<file path="src/rtl/dot_matrix_pkg.sv">
// Shared constants for the dot-matrix scanner: pattern ROM contents, index width
// and the pattern-step rule applied on debounced key presses.
package dot_matrix_pkg;
  localparam int PAT_W    = 2;
  localparam int PAT_N    = 4;
  localparam int ROM_ROWS = 8;

  typedef logic [PAT_W-1:0] pat_t;

  // One 64-bit word per pattern, row r in bits [8r+7:8r].
  localparam logic [PAT_N-1:0][63:0] PAT_ROM = {
    64'h55AA_55AA_55AA_55AA,   // 3: checker
    64'hFFFF_FFFF_FFFF_FFFF,   // 2: all on
    64'h8181_423C_0066_6600,   // 1: frown
    64'h3C42_8181_0066_6600    // 0: smile
  };

  // prs = {next, prev}; both at once cancel.
  function automatic pat_t pat_step(input pat_t cur, input logic [1:0] prs);
    case (prs)
      2'b10:   return pat_t'(cur + 1'b1);
      2'b01:   return pat_t'(cur - 1'b1);
      default: return cur;
    endcase
  endfunction
endpackage

</file>
<file path="src/rtl/dot_matrix_scanner_if.sv">
// Per-key bundle between the raw pushbutton and its debouncer.
interface dot_matrix_scanner_if #(parameter int W = 1);
  logic [W-1:0] raw;
  logic [W-1:0] press;

  modport master (output raw, input press);
  modport slave  (input raw, output press);
endinterface

</file>
<file path="src/rtl/dot_matrix_scanner_key_debounce.sv">
// Single-key debouncer: level follows raw after 2^DEB_BITS stable clocks,
// with a one-clock press pulse on each debounced rising transition.
module key_debounce #(
  parameter int DEB_BITS = 16
) (
  input  logic                  clk,
  input  logic                  rst,
  dot_matrix_scanner_if.slave   kif
);
  logic [DEB_BITS-1:0] cnt_q, cnt_d;
  logic                level_q, level_d;
  logic                press_q, press_d;

  // Any clock where raw agrees with the level clears the run, so bounces restart it.
  always_comb begin
    level_d = level_q;
    press_d = 1'b0;
    cnt_d   = '0;
    if (kif.raw[0] != level_q) begin
      if (&cnt_q) begin
        level_d = kif.raw[0];
        press_d = kif.raw[0];
      end else begin
        cnt_d = cnt_q + 1'b1;
      end
    end
  end

  always_ff @(posedge clk or negedge rst) begin
    if (!rst) begin
      cnt_q   <= '0;
      level_q <= 1'b0;
      press_q <= 1'b0;
    end else begin
      cnt_q   <= cnt_d;
      level_q <= level_d;
      press_q <= press_d;
    end
  end

  assign kif.press = press_q;
endmodule

</file>
<file path="src/rtl/dot_matrix_scanner.sv">
// Row-scanned LED matrix driver with per-slot blanking, frame blink and
// debounced next/prev pattern selection applied only at frame boundaries.
module dot_matrix_scanner
  import dot_matrix_pkg::*;
#(
  parameter int ROWS      = 8,
  parameter int COLS      = 8,
  parameter int SCAN_DIV  = 13,
  parameter int BLANK     = 16,
  parameter int DEB_BITS  = 16,
  parameter int BLINK_BIT = 5
) (
  input  logic             clk,
  input  logic             rst,
  input  logic [1:0]       key_in,
  input  logic             blink,
  output logic             key,
  output logic [ROWS-1:0]  en,
  output logic [COLS-1:0]  dataout,
  output logic [PAT_W-1:0] pat_idx
);
  localparam int RW = (ROWS > 1) ? $clog2(ROWS) : 1;
  localparam int FW = BLINK_BIT + 1;
  localparam logic [SCAN_DIV-1:0] BLANK_W = SCAN_DIV'(BLANK);
  localparam logic [RW-1:0]       LAST_ROW = RW'(ROWS - 1);

  logic [SCAN_DIV-1:0] slot_q, slot_d;
  logic [RW-1:0]       row_q, row_d;
  logic [FW-1:0]       frame_q, frame_d;
  logic [ROWS-1:0]     en_q, en_d;
  logic [COLS-1:0]     dout_q, dout_d;
  pat_t                pat_q, pat_d;
  pat_t                pend_q, pend_d;
  logic [1:0]          press;
  logic                blank;

  for (genvar k = 0; k < 2; k++) begin : g_key
    dot_matrix_scanner_if #(.W(1)) kif ();
    assign kif.raw = key_in[k];
    key_debounce #(.DEB_BITS(DEB_BITS)) u_deb (
      .clk (clk),
      .rst (rst),
      .kif (kif.slave)
    );
    assign press[k] = kif.press[0];
  end

  // Rows beyond the ROM read as dark; columns are truncated or zero-extended.
  function automatic logic [COLS-1:0] rom_data(input pat_t p, input logic [RW-1:0] r);
    logic [15:0] w;
    w = '0;
    if (int'(r) < ROM_ROWS) w[7:0] = PAT_ROM[p][int'(r)*8 +: 8];
    return w[COLS-1:0];
  endfunction

  assign blank = (slot_q < BLANK_W) || (blink && frame_q[BLINK_BIT]);

  always_comb begin
    slot_d  = slot_q + 1'b1;
    row_d   = row_q;
    frame_d = frame_q;
    if (&slot_q) begin
      if (row_q == LAST_ROW) begin
        row_d   = '0;
        frame_d = frame_q + 1'b1;
      end else begin
        row_d = row_q + 1'b1;
      end
    end

    en_d   = '1;
    dout_d = '0;
    if (!blank) begin
      en_d[row_q] = 1'b0;
      dout_d      = rom_data(pat_q, row_q);
    end

    // Swap only when the frame restarts so a frame never mixes two patterns.
    pat_d  = (slot_q == '0 && row_q == '0) ? pend_q : pat_q;
    pend_d = pat_step(pend_q, press);
  end

  always_ff @(posedge clk or negedge rst) begin
    if (!rst) begin
      slot_q  <= '0;
      row_q   <= '0;
      frame_q <= '0;
      en_q    <= '1;
      dout_q  <= '0;
      pat_q   <= '0;
      pend_q  <= '0;
    end else begin
      slot_q  <= slot_d;
      row_q   <= row_d;
      frame_q <= frame_d;
      en_q    <= en_d;
      dout_q  <= dout_d;
      pat_q   <= pat_d;
      pend_q  <= pend_d;
    end
  end

  assign key     = 1'b0;
  assign en      = en_q;
  assign dataout = dout_q;
  assign pat_idx = pat_q;
endmodule

</file>
<file path="config.mk">
export PLATFORM = sky130hd
export DESIGN_NAME = dot_matrix_scanner
export DESIGN_NICKNAME = d
export VERILOG_FILES = /design/src/rtl/dot_matrix_pkg.sv /design/src/rtl/dot_matrix_scanner_if.sv /design/src/rtl/dot_matrix_scanner_key_debounce.sv /design/src/rtl/dot_matrix_scanner.sv
export SDC_FILE = /design/constraint.sdc
export NUM_CORES = 1
export LEC_CHECK = 0
export ABC_CLOCK_PERIOD_IN_PS = 2800
export CORE_MARGIN = 2
export CORE_UTILIZATION = 28
export DETAILED_ROUTE_END_ITERATION = 10
export PLACE_DENSITY_LB_ADDON = 0.12
export SLEW_MARGIN = 20
export SYNTH_ARGS = -nofsm -noshare
export SYNTH_HDL_FRONTEND = slang
export SYNTH_SLANG_ARGS = --single-unit
</file>
<file path="constraint.sdc">
create_clock -name clk -period 2.8 [get_ports clk]
set_input_delay 0.56 -clock clk [delete_from_list [all_inputs] [get_ports clk]]
set_output_delay 0.56 -clock clk [all_outputs]
set_load 0.05 [all_outputs]
</file>
==> impl_metrics.csv <==
group,metric,value,unit
yosys,yosysSeqAreaShare,52.7,%
floorplan,die_w,119,µm
yosys,ys_types,42,
floorplan,design.die.area,0.0142,mm²
run_status,status,"finished clean",
route,drt_first_pass_iters,4,
setup_path,crit_arrival,1.69,ns
route,viasPerCell,4.51,
route,drc,0,
route,routed-wl-met3,258,µm
min_path,hp-class,"input pin to asynchronous set/reset pin",
clocking,post-cts-setup-buffers,0,
yosys,syn-num-nets,377,
setup_path,critical-path-top-delay-family,"buffers and inverters",
power_and_ir_drop,ir_drop,0.271,mV
floorplan,design.core.area,0.0131,mm²
finish,n_antenna_cell,0,
finish,layout_commonest_cell,"dfrtp_1",
route,wl_met2,3170,µm
timing,slew_headroom,36.8,%
route,vias,2562,
global_route,gr-total-overflow,0,
setup_path,cp_max_fo,9,
power_and_ir_drop,power,0.00228,W
clocking,clk_pin_slew_worst_paths,0.06,ns
setup_path,crit_path_end_kind,"output pin",
yosys,yosys_warnings,0,
power_and_ir_drop,power.density,515,mW/mm²
timing,final_hold_viol_count,0,
finish,final_cell_mix,"dfrtp_1 (70), nor2_1 (49), xnor2_1 (33), nand3_1 (25), clkdlybuf4s50_1 (21)",
clocking,cts_buffer_depth,2,
clocking,cts_sinks,78,
timing,period_minus_slack,2.25,ns
timing,layout_worst_path_cycle_share,80.4,%
finish,fillCellCount,1345,
clocking,cts.repair.resized,0,
yosys,synthArstFlopShare,100,%
power_and_ir_drop,power.leakage,1.83,nW
route,final_antenna_net_count,0,
global_route,grt_usage,10.6,%
route,drt_iter0_markers,126,
floorplan,initial_utilization,28.4,%
setup_path,cp.required,2.24,ns
placed_design,dp_hpwl,4680,µm
floorplan,row_count,42,
finish,final_nets,406,
timing,tightest_slew,0.948,ns
placed_design,place_congestion,0.782,
setup_path,slowest_delay,0.86,ns
global_route,grt_pass1_wl,12100,µm
yosys,syn_avg_cell_area,10.4,µm²
route,wl_met1,3310,µm
yosys,syn-cell-area,0.00373,mm²
setup_path,crit_path_top_delay_cell,"clkdlybuf4s50_1",
timing,drv_slew,0,
yosys,synth_edf_count,0,
yosys,ys_seq_elements,78,
clocking,root_buffer,"clkbuf_16",
clocking,ctsHoldBuffers,0,
finish,syn2layout_area_growth,18.8,%
timing,max_freq,444,MHz
clocking,clk-insertion-delay-late,0.33,ns
flow_run,drv_cap,0,
setup_path,crit_type,"flip-flop to output pin",
setup_path,cp_cell_sequence,"clkdlybuf4s50_1",
timing,rsz0062_at_grt,"false",
setup_path,worst-path-buf-inv,1,
setup_path,critPathLaunchType,"flip-flop",
global_route,grt_pass1_vias,2534,
finish,layout-drive-gt1-share,10.5,%
yosys,yosys_most_used_dff,"dfrtp_1",
timing,final.setup.worst_slack,0.550,ns
global_route,antenna_found_initial,0,
clocking,ctsHtreeMaxLevel,3,
timing,finClkSkew,0.00387,ns
placed_design,io_buffers,22,
placed_design,dpl_worst_slack,0.701,ns
global_route,grt_start_max_net_pins,77,
route,wl_per_cell,12.1,µm
timing,fin_tns_setup,0,ns
route,routed_wl,6850,µm
route,top_layer,"met4",
clocking,tritoncts,"done",
floorplan,dieHeight,119,µm
floorplan,ios,24,
yosys,syn_inst,358,
clocking,cts_buffers,9,
timing,setup_viol,0,
-- worst paths after layout --
check	cells after the start	startpoint	end	slack [ns]
min	1	rst	frame_q[2]$_DFFE_PN0P_	0.37
max in group asynchronous	2	rst	en[7]$_DFF_PN1_	1.73
min reg2reg	1	pend_q[1]$_DFFE_PN0P_	pend_q[1]$_DFFE_PN0P_	0.46
min in group clk	1	pend_q[1]$_DFFE_PN0P_	pend_q[1]$_DFFE_PN0P_	0.46
max reg2reg	5	g_key[0].u_deb.cnt_q[0]$_DFF_PN0_	g_key[0].u_deb.cnt_q[7]$_DFF_PN0_	0.77
max	1	pat_idx[1]$_DFFE_PN0P_	pat_idx[1]	0.55
-- per-layer routing --
| metal | global-route usage, % | up-vias |
|---|---|---|
| met3 | 3.11 | 9 |
| met4 | 4.19 | 0 |
| li1 | - | 1285 |
| met2 | 16.9 | 39 |
| met1 | 13.5 | 1229 |
| met5 | 0 | - |
-- registers in the layout (all words and copies together) (netlist names) --
| signal | cells |
|---|---|
| slot_q | 13 |
| g_key.u_deb.level_q | 2 |
| pend_q | 2 |
| g_key.u_deb.kif.press | 2 |
| pat_idx | 2 |
| dataout | 8 |
| g_key.u_deb.cnt_q | 32 |
| frame_q | 6 |
| row_q | 3 |
| en | 8 |
-- through the flow --
stage	util (%)	cells	area, µm²	hold WS, ns
2_1_floorplan	-	358	3730	0.264
3_3_place_gp	31.6	552	4160	0.459
3_5_place_dp	31.6	552	4160	0.456
4_1_cts	33.7	568	4430	0.428
5_1_grt	33.7	568	4430	0.464
6_report	33.7	568	4430	0.371
-- power by group --
group / switching (W) / internal, W / leakage (nW) / total, W
combinational: 0.0000482 / 0.0000224 / 0.661 / 0.0000706
clock: 0.000434 / 0.000620 / 0.132 / 0.00105
sequential: 0.0000154 / 0.00114 / 1.03 / 0.00116
-- synthesized netlist by cell type (all sizes together), types with 9 or more instances --
cell type	number	area share [%]
a21oi	9	1.2
dfrtp	70	47
nand2	19	1.9
nor3	9	1.2
inv	19	1.9
xor2	12	2.8
ha	14	4.7
nand3	25	3.4
o21ai	12	1.6
nand4	16	3.1
nor2	49	4.9
xnor2	33	7.8
nor4	11	2.0
-- kinds of logic (layout without fill, tap and decap cells) --
group                      after synthesis  after routing  share of synthesized area (%)
muxes                                   10             10                           2.96
buffers and inverters                   28             62                           3.09
DFF                                     78             78                           52.7
AOI/OAI and AO/OA                       33             33                           5.57
xor gates and xnor gates                45             45                           10.6
other                                    1              1                          0.101
and+or+nand+nor                        149            149                           20.3
adders and majority gates               14             14                           4.70
-- layout make-up --
class                   instances  area, µm²  area share, %
clock inverters                 4       22.5          0.509
inverters                      19       71.3           1.61
flip-flops and latches         78       1960           44.3
clock buffers                  12        246           5.57
repair buffers                 27        255           5.77
multi-input cells             252       1650           37.3
well taps                     176        220           4.97
-- worst reg2reg max path: stages (launching register included) --
cell and delay, ns:
dfrtp_1 0.40, ha_1 0.24, nand2_1 0.13, or4_4 0.55, o21bai_2 0.46, nor2_1 0.11
Note: power is estimated with default switching activity, not from simulation.
